File: config.mk
export PLATFORM = sky130hd
export DESIGN_NAME = fetch_unit_flat
export DESIGN_NICKNAME = d
export VERILOG_FILES = /design/src/rtl/fetch_unit_pkg.sv /design/src/rtl/fetch_unit_if.sv /design/src/rtl/fetch_unit_startup_timer.sv /design/src/rtl/fetch_unit.sv /design/src/flat_wrapper.sv
export SDC_FILE = /design/constraint.sdc
export NUM_CORES = 1
export LEC_CHECK = 0
export ABC_AREA = 1
export CAP_MARGIN = 20
export CORE_MARGIN = 3
export CORE_UTILIZATION = 30
export CTS_BUF_LIST = sky130_fd_sc_hd__clkbuf_4 sky130_fd_sc_hd__clkbuf_8
export DETAILED_ROUTE_END_ITERATION = 16
export PLACE_DENSITY = 0.52
export SYNTH_ARGS = -nofsm -noshare
export SYNTH_HDL_FRONTEND = slang
export SYNTH_HIERARCHICAL = 1
export SYNTH_SLANG_ARGS = --single-unit
export TNS_END_PERCENT = 20
File: constraint.sdc
create_clock -name Clk -period 2.36 [get_ports Clk]
set_input_delay 0.472 -clock Clk [delete_from_list [all_inputs] [get_ports Clk]]
set_output_delay 0.472 -clock Clk [all_outputs]
set_load 0.03 [all_outputs]
File: src/rtl/fetch_unit_pkg.sv
// Shared definitions for the instruction fetch unit: FSM encoding and default sizes.
package fetch_unit_pkg;

    localparam int DEF_DATA_WIDTH     = 16;
    localparam int DEF_ADDR_WIDTH     = 8;
    localparam int DEF_WORD_BYTE_SIZE = 1;
    localparam int DEF_STARTUP_CYCLES = 48;

    typedef enum logic [1:0] {
        ST_STARTUP = 2'd0,
        ST_ISSUE   = 2'd1,
        ST_READ    = 2'd2,
        ST_HOLD    = 2'd3
    } fetch_state_e;

endpackage

File: src/rtl/fetch_unit_if.sv
// Bus bundle between the fetch unit, its instruction memory and the decode stage.
interface fetch_unit_if
    import fetch_unit_pkg::*;
#(
    parameter int DataWidth = DEF_DATA_WIDTH,
    parameter int AddrWidth = DEF_ADDR_WIDTH
) ();

    logic                 Branch_Req;
    logic [AddrWidth-1:0] Branch_Addr;
    logic [DataWidth-1:0] Mem_DIn;
    logic                 IR_Ready;
    logic [AddrWidth-1:0] Mem_Addr;
    logic                 Mem_En_N;
    logic                 Mem_Wr_N;
    logic [DataWidth-1:0] IR;
    logic [AddrWidth-1:0] IR_PC;
    logic                 IR_Valid;

    // IR/IR_PC are offered while IR_Valid=1 and stay stable until consumed; the
    // instruction is consumed on a rising edge where IR_Valid and IR_Ready are both 1.
    modport master (
        input  Branch_Req, Branch_Addr, Mem_DIn, IR_Ready,
        output Mem_Addr, Mem_En_N, Mem_Wr_N, IR, IR_PC, IR_Valid
    );

    modport slave (
        output Branch_Req, Branch_Addr, Mem_DIn, IR_Ready,
        input  Mem_Addr, Mem_En_N, Mem_Wr_N, IR, IR_PC, IR_Valid
    );

endinterface

File: src/rtl/fetch_unit_startup_timer.sv
// Post-reset settle counter: Done rises after StartupCycles clocks and then stays high.
module startup_timer
    import fetch_unit_pkg::*;
#(
    parameter int StartupCycles = DEF_STARTUP_CYCLES
) (
    input  logic Clk,
    input  logic Reset,
    output logic Done
);

    localparam int CntW = (StartupCycles > 1) ? $clog2(StartupCycles) : 1;
    localparam logic [CntW-1:0] Last = CntW'(StartupCycles - 1);

    logic [CntW-1:0] cnt_q, cnt_d;

    // Saturate on the last count so Done holds until the next reset.
    always_comb begin
        cnt_d = cnt_q;
        if (cnt_q != Last) begin
            cnt_d = cnt_q + CntW'(1);
        end
    end

    always_ff @(posedge Clk or negedge Reset) begin
        if (!Reset) begin
            cnt_q <= '0;
        end else begin
            cnt_q <= cnt_d;
        end
    end

    assign Done = (cnt_q == Last);

endmodule

File: src/rtl/fetch_unit.sv
// Three-clock instruction fetch FSM (ISSUE, READ, HOLD) with branch redirect.
// Build macro FETCH_STARTUP_DELAY_EN enables the StartupCycles post-reset delay.
module fetch_unit
    import fetch_unit_pkg::*;
#(
    parameter int                   DataWidth     = DEF_DATA_WIDTH,
    parameter int                   AddrWidth     = DEF_ADDR_WIDTH,
    parameter int                   WordByteSize  = DEF_WORD_BYTE_SIZE,
    parameter int                   StartupCycles = DEF_STARTUP_CYCLES,
    parameter logic [AddrWidth-1:0] ResetVector   = '0
) (
    input  logic         Clk,
    input  logic         Reset,
    fetch_unit_if.master bus,
    output fetch_state_e dbg_state_o
);

    fetch_state_e         state_q;
    logic [AddrWidth-1:0] pc_q;
    logic [AddrWidth-1:0] mem_addr_q;
    logic                 mem_en_n_q;
    logic [DataWidth-1:0] ir_q;
    logic [AddrWidth-1:0] ir_pc_q;
    logic                 ir_valid_q;
    logic                 startup_done;

`ifdef FETCH_STARTUP_DELAY_EN
    startup_timer #(
        .StartupCycles(StartupCycles)
    ) u_startup_timer (
        .Clk  (Clk),
        .Reset(Reset),
        .Done (startup_done)
    );
`else
    // Delay compiled out: STARTUP always lasts one clock, whatever StartupCycles says.
    assign startup_done = 1'b1 | (StartupCycles == 0);
`endif

    always_ff @(posedge Clk or negedge Reset) begin
        if (!Reset) begin
            state_q    <= ST_STARTUP;
            pc_q       <= ResetVector;
            mem_addr_q <= ResetVector;
            mem_en_n_q <= 1'b1;
            ir_q       <= '0;
            ir_pc_q    <= '0;
            ir_valid_q <= 1'b0;
        end else if (state_q == ST_STARTUP) begin
            // A redirect during startup only moves the PC; the delay keeps running.
            if (bus.Branch_Req) begin
                pc_q <= bus.Branch_Addr;
            end
            if (startup_done) begin
                state_q    <= ST_ISSUE;
                mem_en_n_q <= 1'b0;
                mem_addr_q <= bus.Branch_Req ? bus.Branch_Addr : pc_q;
            end
        end else if (bus.Branch_Req) begin
            pc_q       <= bus.Branch_Addr;
            mem_addr_q <= bus.Branch_Addr;
            mem_en_n_q <= 1'b0;
            ir_valid_q <= 1'b0;
            state_q    <= ST_ISSUE;
        end else begin
            case (state_q)
                ST_ISSUE: begin
                    mem_en_n_q <= 1'b1;
                    state_q    <= ST_READ;
                end
                ST_READ: begin
                    ir_q       <= bus.Mem_DIn;
                    ir_pc_q    <= pc_q;
                    ir_valid_q <= 1'b1;
                    pc_q       <= pc_q + AddrWidth'(WordByteSize);
                    state_q    <= ST_HOLD;
                end
                ST_HOLD: begin
                    if (bus.IR_Ready) begin
                        ir_valid_q <= 1'b0;
                        mem_addr_q <= pc_q;
                        mem_en_n_q <= 1'b0;
                        state_q    <= ST_ISSUE;
                    end
                end
                default: begin
                    state_q <= ST_STARTUP;
                end
            endcase
        end
    end

    assign bus.Mem_Addr = mem_addr_q;
    assign bus.Mem_En_N = mem_en_n_q;
    assign bus.Mem_Wr_N = 1'b1;
    assign bus.IR       = ir_q;
    assign bus.IR_PC    = ir_pc_q;
    assign bus.IR_Valid = ir_valid_q;
    assign dbg_state_o  = state_q;

endmodule
File: src/flat_wrapper.sv
// flat-port wrapper written by rule: the top's interface ports become plain ports
module fetch_unit_flat import fetch_unit_pkg::*;
#(
    parameter int                   DataWidth     = DEF_DATA_WIDTH,
    parameter int                   AddrWidth     = DEF_ADDR_WIDTH,
    parameter int                   WordByteSize  = DEF_WORD_BYTE_SIZE,
    parameter int                   StartupCycles = DEF_STARTUP_CYCLES,
    parameter logic [AddrWidth-1:0] ResetVector   = '0
)
  (Clk, Reset, dbg_state_o, bus_Branch_Req, bus_Branch_Addr, bus_Mem_DIn, bus_IR_Ready, bus_Mem_Addr, bus_Mem_En_N, bus_Mem_Wr_N, bus_IR, bus_IR_PC, bus_IR_Valid);
  fetch_unit_if #(.DataWidth(DataWidth), .AddrWidth(AddrWidth)) bus_i ();
  input  logic Clk;
  input  logic Reset;
  output fetch_state_e dbg_state_o;
  input wire logic [$bits(bus_i.Branch_Req)-1:0] bus_Branch_Req;
  input wire logic [$bits(bus_i.Branch_Addr)-1:0] bus_Branch_Addr;
  input wire logic [$bits(bus_i.Mem_DIn)-1:0] bus_Mem_DIn;
  input wire logic [$bits(bus_i.IR_Ready)-1:0] bus_IR_Ready;
  output wire logic [$bits(bus_i.Mem_Addr)-1:0] bus_Mem_Addr;
  output wire logic [$bits(bus_i.Mem_En_N)-1:0] bus_Mem_En_N;
  output wire logic [$bits(bus_i.Mem_Wr_N)-1:0] bus_Mem_Wr_N;
  output wire logic [$bits(bus_i.IR)-1:0] bus_IR;
  output wire logic [$bits(bus_i.IR_PC)-1:0] bus_IR_PC;
  output wire logic [$bits(bus_i.IR_Valid)-1:0] bus_IR_Valid;
  assign bus_i.Branch_Req = bus_Branch_Req;
  assign bus_i.Branch_Addr = bus_Branch_Addr;
  assign bus_i.Mem_DIn = bus_Mem_DIn;
  assign bus_i.IR_Ready = bus_IR_Ready;
  assign bus_Mem_Addr = bus_i.Mem_Addr;
  assign bus_Mem_En_N = bus_i.Mem_En_N;
  assign bus_Mem_Wr_N = bus_i.Mem_Wr_N;
  assign bus_IR = bus_i.IR;
  assign bus_IR_PC = bus_i.IR_PC;
  assign bus_IR_Valid = bus_i.IR_Valid;
  fetch_unit #(.DataWidth(DataWidth), .AddrWidth(AddrWidth), .WordByteSize(WordByteSize), .StartupCycles(StartupCycles), .ResetVector(ResetVector)) u_core (.Clk(Clk), .Reset(Reset), .bus(bus_i), .dbg_state_o(dbg_state_o));
endmodule
==> reports/qor.txt, run 1 <==
Post-synth ARST share: 100.0%
Fmax achieved: 508.6 MHz
Post-Route WL: 4737 um
Logic pwr share: 51.3%
Net count, final: 294
Post-synth top flop: dfrtp_1
Critical path endpoint category: flip-flop
Routed vias: 1569
Die X: 88.73 um
Initial antenna violation count: 0
RePlAce Congestion: 0.8005
Yosys warning count: 6
Power density cells: 1372 nW/um^2
Post-CTS resize count: 0
Reg2Reg Depth: 7
Worst Path Arrival: 2.16 ns
Hold_buf cts: 0
Net Sw Frac: 40.53%
Leakage: 1.336 nW
Yosys reg bits: 44
DR DRC count: 0
Outcome: completed
RSZ-0062 raised after global routing: false
Clock root buffer master: clkbuf_8
Vias per cell: 4.628
Net Sw Power: 1.595 mW
Syn Area/Cell: 10.64 um^2
Drt initial violations: 42
Data required time of the worst path: 2.55 ns
Die area: 7873 um^2
Area grow syn2layout: 39.67%
Min Hold Slack: 0.07239 ns
Core area: 6495 um^2
Multi-input logic area: 829.5 um^2
Total gr overflow: 0
Ant diodes: 0
Final setup vio count: 0
Sequential Power Share: 33.8%
Fillcell total: 614
Setup TNS Final: 0 ns
Kind of start point of the critical path: flip-flop
TritonCTS buffer count: 5
Ratio of cells with drive above 1 in the final layout: 15.27%
Final WS setup: 0.3939 ns
Vias in the first global route: 1610
Register Area: 1102 um^2
Synth cell types: 24
Chip height: 88.73 um
H-tree Lvls: 2
Number of flops mapped to enable cells by yosys: 0
Initial Util: 31.61%
Syn_nets: 226
Worst skew pair latency: 0.29 ns
Pin count of the biggest net entering global routing: 28
Pint: 2.340 mW
Global-route wire length before repair: 7886 um
Tot GR Track Use: 13.01%
First drt pass iteration count: 4
Max Buffers Root-to-Sink: 2
Synth Cell Area: 2053 um^2
Mapped Cells: 193
CTS Sinks: 44
Worst hold path type: in -> async
Crit Path Category: reg -> reg
Max VDD drop: 582.2 uV
Period minus WS final: 1.966 ns
Number of port buffers: 63
Post-DRT Antenna Nets: 0
CTS tree: yes
Ports: 65
Register area share after synthesis: 53.69%
Row count: 29
Hpwl dp: 3524 um
Post CTS Setup Buffer Count: 0
Max-cap viol count: 0
Clock share of power: 14.9%
Clock Pin Slew Worst Setup and Hold Paths: 0.09 ns
Hold Fails Final Rpt: 0
Crit Path Max Fanout: 27
Place WS: 0.2317 ns
Clock skew: 0.004810 ns
Pins Over Slew Limit: 0
Fin crit share: 83.31%
Routed len/inst: 13.97 um
## critical path, cell delays in order, from the launching register on
cell     delay [ns]
dfrtp_1        0.45
inv_1          0.14
ha_1           0.25
inv_1          0.14
nand2_4        0.12
inv_4          0.06
nand2_4        0.31
mux2_2         0.38
## through the flow
| stage | power, mW | area, um^2 | instances | utilization [%] |
|---|---|---|---|---|
| CTS | 3.991 | 2868 | 339 | 44.15 |
| detailed placement | 3.387 | 2756 | 331 | 42.44 |
| global route | 4.218 | 2868 | 339 | 44.15 |
| floorplan | 2.586 | 2053 | 193 | - |
| global placement | 3.374 | 2756 | 331 | 42.44 |
| finish | 3.936 | 2868 | 339 | 44.15 |
## final cells by class
class / instances / area share (%)
clock inverter: 2 / 1.222
multi-input combinational: 126 / 28.93
inverter: 16 / 2.269
clock buffer: 6 / 2.661
sequential: 44 / 38.44
timing repair buffer: 68 / 23.12
tap: 77 / 3.360
## synthesized netlist by cell type, types with 4 or more instances
cell type | number | area share, %
a21oi_1 | 4 | 0.98
inv_1 | 14 | 2.6
mux2_4 | 16 | 12
dfrtp_1 | 43 | 52
nor2_1 | 13 | 2.4
nand2_1 | 36 | 6.6
nand3_1 | 7 | 1.7
o21ai_0 | 25 | 6.1
ha_1 | 5 | 3.0
mux2_2 | 4 | 2.2
## state kept, by name, summed over array words and instances, names as in the netlist
signal               cells
u_core/bus.IR           16
u_core/bus.IR_PC         8
u_core/bus.IR_Valid      1
u_core/bus.Mem_Addr      8
u_core/bus.Mem_En_N      1
u_core/dbg_state_o       2
u_core/pc_q              8
## per-layer routing
metal	part of all wire, %	global-route usage (%)	routed length [um]
met2	43	19.70	2041
met5	0	0	0
met3	6.0	3.259	286
met4	0.89	4.121	42
met1	50	18.21	2366
## path summary, 6_finish.rpt
check,from,end,slack [ns]
setup / recovery,u_core/dbg_state_o[0]$_DFFE_PN0P_,u_core/bus.IR[0]$_DFFE_PN0P_,0.39
hold / removal,Reset,u_core/pc_q[3]$_DFFE_PN0P_,0.07
setup reg to reg,u_core/dbg_state_o[0]$_DFFE_PN0P_,u_core/bus.IR[0]$_DFFE_PN0P_,0.39
hold reg to reg,u_core/bus.IR_Valid$_DFFE_PN0P_,u_core/bus.IR_Valid$_DFFE_PN0P_,0.48
max in group asynchronous,Reset,u_core/bus.Mem_En_N$_DFFE_PN1P_,1.67
min in group Clk,u_core/bus.IR_Valid$_DFFE_PN0P_,u_core/bus.IR_Valid$_DFFE_PN0P_,0.48
## power by group through the flow
stage	Sequential (mW)	Combinational, mW	Clock (mW)
2_1_floorplan	1.89	0.699	0
3_3_place_gp	1.35	2.02	0
3_5_place_dp	1.35	2.03	0
4_1_cts	1.34	2.04	0.608
5_1_grt	1.38	2.19	0.643
6_report	1.33	2.02	0.585
## kinds of logic (layout without fill, tap and decap cells)
logic type	count (synthesis)	after routing	synth area share, %
buf+inv	23	92	5.911
other cells	1	1	0.1826
fa+ha+maj	5	5	3.047
mux	20	20	13.89
flops	44	44	53.69
simple gates	61	61	12.68
compound gates	39	39	10.60
## cells in the final DEF (no fill, tap or decap), drive strengths merged, types with 4 or more instances in the layout
| master | netlist | final |
|---|---|---|
| ha | 5 | 5 |
| nor2 | 13 | 13 |
| buf | 7 | 6 |
| dfrtp | 43 | 43 |
| clkbuf | 0 | 6 |
| inv | 16 | 16 |
| clkdlybuf4s50 | 0 | 62 |
| nand2 | 38 | 38 |
| a21oi | 4 | 4 |
| mux2 | 20 | 20 |
| nand3 | 7 | 7 |
| o21ai | 26 | 26 |
Power figures use the tool's default switching activity.
==> run 2, diff against run 1 <==
--- a/config.mk
+++ b/config.mk
@@ -11,7 +11,7 @@
 export CORE_UTILIZATION = 30
 export CTS_BUF_LIST = sky130_fd_sc_hd__clkbuf_4 sky130_fd_sc_hd__clkbuf_8
 export DETAILED_ROUTE_END_ITERATION = 16
-export PLACE_DENSITY = 0.52
+export PLACE_DENSITY = 0.54
 export SYNTH_ARGS = -nofsm -noshare
 export SYNTH_HDL_FRONTEND = slang
 export SYNTH_HIERARCHICAL = 1
==> constraint.sdc (replaced) <==
create_clock -name Clk -period 1.8 [get_ports Clk]
set_input_delay 0.36 -clock Clk [delete_from_list [all_inputs] [get_ports Clk]]
set_output_delay 0.36 -clock Clk [all_outputs]
set_load 0.03 [all_outputs]
==> run 2 against run 1 <==
Net effect:
- wire length grew 1.3%
- first-iteration DRC count grew 79%
- utilization grew 2.1 points
- final area grew 4.7%
- via count grew 3.4%
- worst hold slack gained 0.41 ns
- die area is the same
- highest routed layer unchanged
==> reports/qor.txt, run 2 (synthesis gave the netlist of run 1 again) <==
Clock Pin Slew Worst Setup and Hold Paths: 0.09 ns (about the same)
Critical path endpoint category: output pin
Crit Path Max Fanout: 2 (-93%)
Multi-input logic area: 829.5 um^2 (unchanged)
Tot GR Track Use: 12.78% (-0.23 points)
Crit path buf inv count: 1 (-2)
Hpwl dp: 3758 um (+6.6%)
Area grow syn2layout: 46.25%
Non-Filler Instances: 353 (+4.1%)
Routing usage on met2: 20.92% (+1.2 points)
Hold Path Stages: 2
Leakage: 1.420 nW (+6.3%)
Register Area: 1104 um^2 (+0.11%)
Hold path startpoint: u_core/pc_q[7]$_DFFE_PN0P_
Worst hold path type: reg -> reg
Ant diodes: 0 (unchanged)
Crit Path Category: reg -> out
Power density cells: 1767 nW/um^2 (+29%)
Ports: 65 (unchanged)
RePlAce Congestion: 0.8488 (+6.0%)
Min Hold Slack: 0.4825 ns (+0.4101 ns)
H-tree Lvls: 2 (unchanged)
Post-DRT Antenna Nets: 0 (unchanged)
Placed Area: 2880 um^2 (+4.5%)
Setup TNS Final: 0 ns (unchanged)
Max reg flops: 16 (unchanged)
Initial Util: 31.61% (unchanged)
TritonCTS buffer count: 5 (unchanged)
Number of port buffers: 63 (unchanged)
Max Buffers Root-to-Sink: 2 (unchanged)
Max-cap viol count: 0 (unchanged)
Tot Pwr: 5.305 mW (+35%)
R2r setup slk: 0.16 ns (-0.23 ns)
Fin util: 46.23% (+2.1 points)
Drt initial violations: 75 (+79%)
Vias in the first global route: 1675 (+4.0%)
Hold Fails Final Rpt: 0 (unchanged)
Final setup vio count: 0 (unchanged)
Crit-path slowest cell: clkdlybuf4s50_1
Period minus WS final: 1.709 ns
Worst r2r src: u_core/dbg_state_o[0]$_DFFE_PN0P_
Pin count of the biggest net entering global routing: 22 (-21%)
Ratio of cells with drive above 1 in the final layout: 19.57% (+4.3 points)
Outcome: completed
Net count, final: 308 (+4.8%)
Worst skew pair latency: 0.30 ns (about the same)
First drt pass iteration count: 4 (unchanged)
Fillcell total: 632 (+2.9%)
Max VDD drop: 493.9 uV (-15%)
Final instance area: 3003 um^2 (+4.7%)
Routed len/inst: 13.60 um (-2.7%)
Commonest cells after routing, fill and taps aside: 59 x clkdlybuf4s50_1, 42 x dfrtp_1, 36 x nand2_1
Cell family with most CP delay: buffers and inverters
Post-Route WL: 4800 um (+1.3%)
CTS Sinks: 44 (unchanged)
GR Layer Usage met1: 16.34% (-1.9 points)
Die area: 7873 um^2 (unchanged)
Worst Path Arrival: 1.35 ns (-0.81 ns)
Pins Over Slew Limit: 0 (unchanged)
Data required time of the worst path: 1.44 ns (-1.11 ns)
Row count: 29 (unchanged)
GR Util met3: 3.352% (+0.093 points)
Routed vias: 1623 (+3.4%)
Initial antenna violation count: 0 (unchanged)
Leading cell type in the layout, fill and taps excluded: clkdlybuf4s50_1
CP max stage delay: 0.69 ns (+0.24 ns)
Fmax achieved: 585.2 MHz
Ordered cell list for the critical path: clkdlybuf4s50_1
Kind of start point of the critical path: flip-flop
Place WS: -0.001760 ns (-0.2334 ns)
Worst R2R End: u_core/pc_q[6]$_DFFE_PN0P_
Final WS setup: 0.09128 ns (-0.3026 ns)
CTS tree: yes
Core area: 6495 um^2 (unchanged)
Chip height: 88.73 um (unchanged)
Layer with the highest usage: met2
Clock root buffer master: clkbuf_8
Hold Path Sink: u_core/pc_q[7]$_DFFE_PN0P_
Total gr overflow: 0 (unchanged)
Clock skew: 0.005243 ns (+0.0004326 ns)
Placed cells: 344 (+3.9%)
Fin crit share: 94.93%
Die X: 88.73 um (unchanged)
DR DRC count: 0 (unchanged)
Reg2Reg Depth: 11 (+4)
RSZ-0062 raised after global routing: false
Vias per cell: 4.598 (-0.66%)
Post CTS Setup Buffer Count: 0 (unchanged)
Global-route wire length before repair: 7817 um (-0.87%)
run 2: changes by cell type in the layout (fill, tap and decap cells not counted), moves of 2 or more:
cell,change
clkdlybuf4s50_1,-3
buf_4,+11
dlygate4sd2_1,+3
clkinv_4,+2
buf_12,+2
run 2: cell type report:
class                      count  area share [%]
sequential                    44           36.75
multi-input combinational    126           27.63
timing repair buffer          82           26.38
tap                           77           3.208
clock buffer                   5           2.292
inverter                      16           2.167
clock inverter                 3           1.583
run 2: power breakdown:
group	internal [mW]	total (mW)	leakage (nW)	switching, mW
clock	0.418	0.775	0.0583	0.357
sequential	1.45	1.72	0.540	0.273
combinational	1.29	2.81	0.822	1.52
total	3.16	5.31	1.42	2.15
run 2: how the worst max path moves through the flow:
stage	to	cells after the start	startpoint
after detailed placement	u_core/pc_q[3]$_DFFE_PN0P_	7	bus_Branch_Req
final	bus_Mem_Addr[3]	1	u_core/bus.Mem_Addr[3]$_DFFE_PN0P_
after floorplan	u_core/bus.IR[10]$_DFFE_PN0P_	8	u_core/dbg_state_o[1]$_DFFE_PN0P_
after global placement	u_core/pc_q[3]$_DFFE_PN0P_	7	bus_Branch_Req
after global routing	u_core/pc_q[6]$_DFFE_PN0P_	11	u_core/dbg_state_o[1]$_DFFE_PN0P_
after CTS	bus_Mem_Addr[3]	1	u_core/bus.Mem_Addr[3]$_DFFE_PN0P_
run 2: what timing repair did:
| action | 4_1_cts | 5_1_grt |
|---|---|---|
| endpoints found under the hold margin | 11 | 0 |
| endpoints found under the setup margin | 3 | 0 |
| resized for setup | 3 | 0 |
| hold buffers | 1 | 0 |
run 2: layer usage:
metal	wire length, um	part of all wire (%)
met1	2290	48
met2	2153	45
met3	297	6.2
met4	59	1.2
met5	0	0
==> run 3, diff against run 2 <==
--- a/config.mk
+++ b/config.mk
@@ -7,7 +7,7 @@
 export LEC_CHECK = 0
 export ABC_AREA = 1
 export CAP_MARGIN = 20
-export CORE_MARGIN = 3
+export CORE_MARGIN = 4
 export CORE_UTILIZATION = 30
 export CTS_BUF_LIST = sky130_fd_sc_hd__clkbuf_4 sky130_fd_sc_hd__clkbuf_8
 export DETAILED_ROUTE_END_ITERATION = 16
==> run 3 against run 2 <==
Net effect:
- via count up 2.2%
- final cell count up 0.85%
- wire length up 3.4%
- maximum frequency down 1.7%
- register-to-register slack better by 0.02 ns
==> reports/qor.txt, run 3 (synthesis gave the netlist of run 1 again) <==
Setup TNS Final: 0 ns (unchanged)
Tot GR Track Use: 12.29% (-0.49 points)
Vias per cell: 4.657 (+1.3%)
Placed Area: 2888 um^2 (+0.26%)
Worst skew pair latency: 0.30 ns (about the same)
Crit-path slowest cell: clkdlybuf4s50_1
Max VDD drop: 456.0 uV (-7.7%)
Fmax achieved: 575.4 MHz (-1.7%)
Worst r2r src: u_core/dbg_state_o[0]$_DFFE_PN0P_
Clock Pin Slew Worst Setup and Hold Paths: 0.09 ns (about the same)
Crit Path Category: reg -> out
Net Sw Power: 2.150 mW (+0.13%)
Max reg flops: 16 (unchanged)
Pint: 3.092 mW (-2.1%)
Power density cells: 1739 nW/um^2 (-1.6%)
Core area: 6495 um^2 (unchanged)
Multi-input logic area: 832.0 um^2 (+0.30%)
Number of port buffers: 63 (unchanged)
Register Area: 1104 um^2 (unchanged)
Net count, final: 311 (+0.97%)
Pin count of the biggest net entering global routing: 23 (+4.5%)
Non-Filler Instances: 356 (+0.85%)
Data required time of the worst path: 1.44 ns (about the same)
Global-route wire length before repair: 8224 um (+5.2%)
Clock share of power: 12.6% (-2.0 points)
Hold Fails Final Rpt: 0 (unchanged)
RePlAce Congestion: 0.8218 (-3.2%)
CP max stage delay: 0.69 ns (about the same)
Area grow syn2layout: 46.80%
Row count: 29 (unchanged)
Worst setup path start: u_core/dbg_state_o[1]$_DFFE_PN0P_
Hpwl dp: 3782 um (+0.63%)
Drt initial violations: 94 (+25%)
Vias in the first global route: 1651 (-1.4%)
Kind of start point of the critical path: flip-flop
Post-Route WL: 4964 um (+3.4%)
Critical path endpoint category: output pin
Leakage: 1.422 nW (+0.15%)
Max-cap viol count: 0 (unchanged)
Sequential Power Share: 33.4% (+1.0 points)
Final instance area: 3014 um^2 (+0.37%)
Logic pwr share: 54.0% (+1.0 points)
Min Hold Slack: 0.4693 ns (-0.01316 ns)
First drt pass iteration count: 4 (unchanged)
Max Buffers Root-to-Sink: 2 (unchanged)
RSZ-0062 raised after global routing: false
Die area: 8232 um^2 (+4.6%)
Crit path buf inv count: 1 (unchanged)
Routed vias: 1658 (+2.2%)
CTS Sinks: 44 (unchanged)
Cell family with most CP delay: buffers and inverters
Period minus WS final: 1.738 ns (+0.02912 ns)
H-tree Lvls: 2 (unchanged)
Fillcell total: 619 (-2.1%)
Total gr overflow: 0 (unchanged)
Initial Util: 31.61% (unchanged)
Pins Over Slew Limit: 0 (unchanged)
Die X: 90.73 um (+2.3%)
Fin crit share: 96.55% (+1.6 points)
Outcome: completed
Ordered cell list for the critical path: clkdlybuf4s50_1
Net Sw Frac: 41.01% (+0.54 points)
Routed len/inst: 13.94 um (+2.5%)
Final setup vio count: 0 (unchanged)
Worst Path Arrival: 1.38 ns (+0.03 ns)
Ratio of cells with drive above 1 in the final layout: 20.79% (+1.2 points)
Chip height: 90.73 um (+2.3%)
Tot Pwr: 5.242 mW (-1.2%)
Placed cells: 345 (+0.29%)
Post-DRT Antenna Nets: 0 (unchanged)
Commonest cells after routing, fill and taps aside: 60 x clkdlybuf4s50_1, 42 x dfrtp_1, 36 x nand2_1
Leading cell type in the layout, fill and taps excluded: clkdlybuf4s50_1
Crit Path Max Fanout: 4 (+2)
DR DRC count: 0 (unchanged)
TritonCTS buffer count: 5 (unchanged)
Ant diodes: 0 (unchanged)
Initial antenna violation count: 0 (unchanged)
Clock skew: 0.005994 ns (+0.0007510 ns)
CTS tree: yes
Ports: 65 (unchanged)
Worst hold path type: in -> async
Clock root buffer master: clkbuf_8
==> run 3: power by group through the flow <==
stage | combinational (mW) | sequential (mW) | clock, mW
floorplan | 0.916 | 2.48 | 0
global placement | 2.82 | 1.77 | 0
detailed placement | 2.84 | 1.77 | 0
CTS | 2.84 | 1.76 | 0.691
global route | 3.02 | 1.82 | 0.724
finish | 2.83 | 1.75 | 0.660
==> run 3: final cells by class <==
class                   count  share of cell area (%)
well taps                  77                   3.196
multi-input cells         126                   27.60
flip-flops and latches     44                   36.61
repair buffers             85                   27.19
clock inverters             2                  0.4981
clock buffers               6                   2.740
inverters                  16                   2.159
==> run 3: final timing paths <==
| check | endpoint | slack (ns) | depth (start not counted) |
|---|---|---|---|
| setup / recovery | dbg_state_o[1] | 0.06 | 1 |
| max in group asynchronous | u_core/bus.IR_PC[5]$_DFFE_PN0P_ | 0.77 | 3 |
| setup reg to reg | u_core/pc_q[6]$_DFFE_PN0P_ | 0.18 | 11 |
| hold reg to reg | u_core/pc_q[7]$_DFFE_PN0P_ | 0.48 | 2 |
| hold / removal | u_core/pc_q[1]$_DFFE_PN0P_ | 0.47 | 2 |
| min in group Clk | u_core/pc_q[7]$_DFFE_PN0P_ | 0.48 | 2 |
==> run 3: metrics by stage <==
stage | worst slack (ns) | utilization, %
2_1_floorplan | 0.01073 | -
3_3_place_gp | 0.004336 | 44.46
3_5_place_dp | -0.02733 | 44.46
4_1_cts | 0.006168 | 46.10
5_1_grt | 0.02542 | 46.41
6_report | 0.06216 | 46.41
==> run 3: timing repair <==
item / 4_1_cts / 5_1_grt
hold buffers: 1 / 0
hold endpoints to repair: 9 / 0
pin swaps: 0 / 0
buffers inserted: 0 / 2
setup endpoints to repair: 1 / 3
gates resized for setup: 1 / 2
==> run 3: per-layer routing <==
metal,vias up,global-route usage [%],wire length [um]
li1,814,-,-
met1,777,17.59,2499
met2,57,17.97,2107
met3,10,2.917,275
met4,0,4.464,81
met5,-,0,0
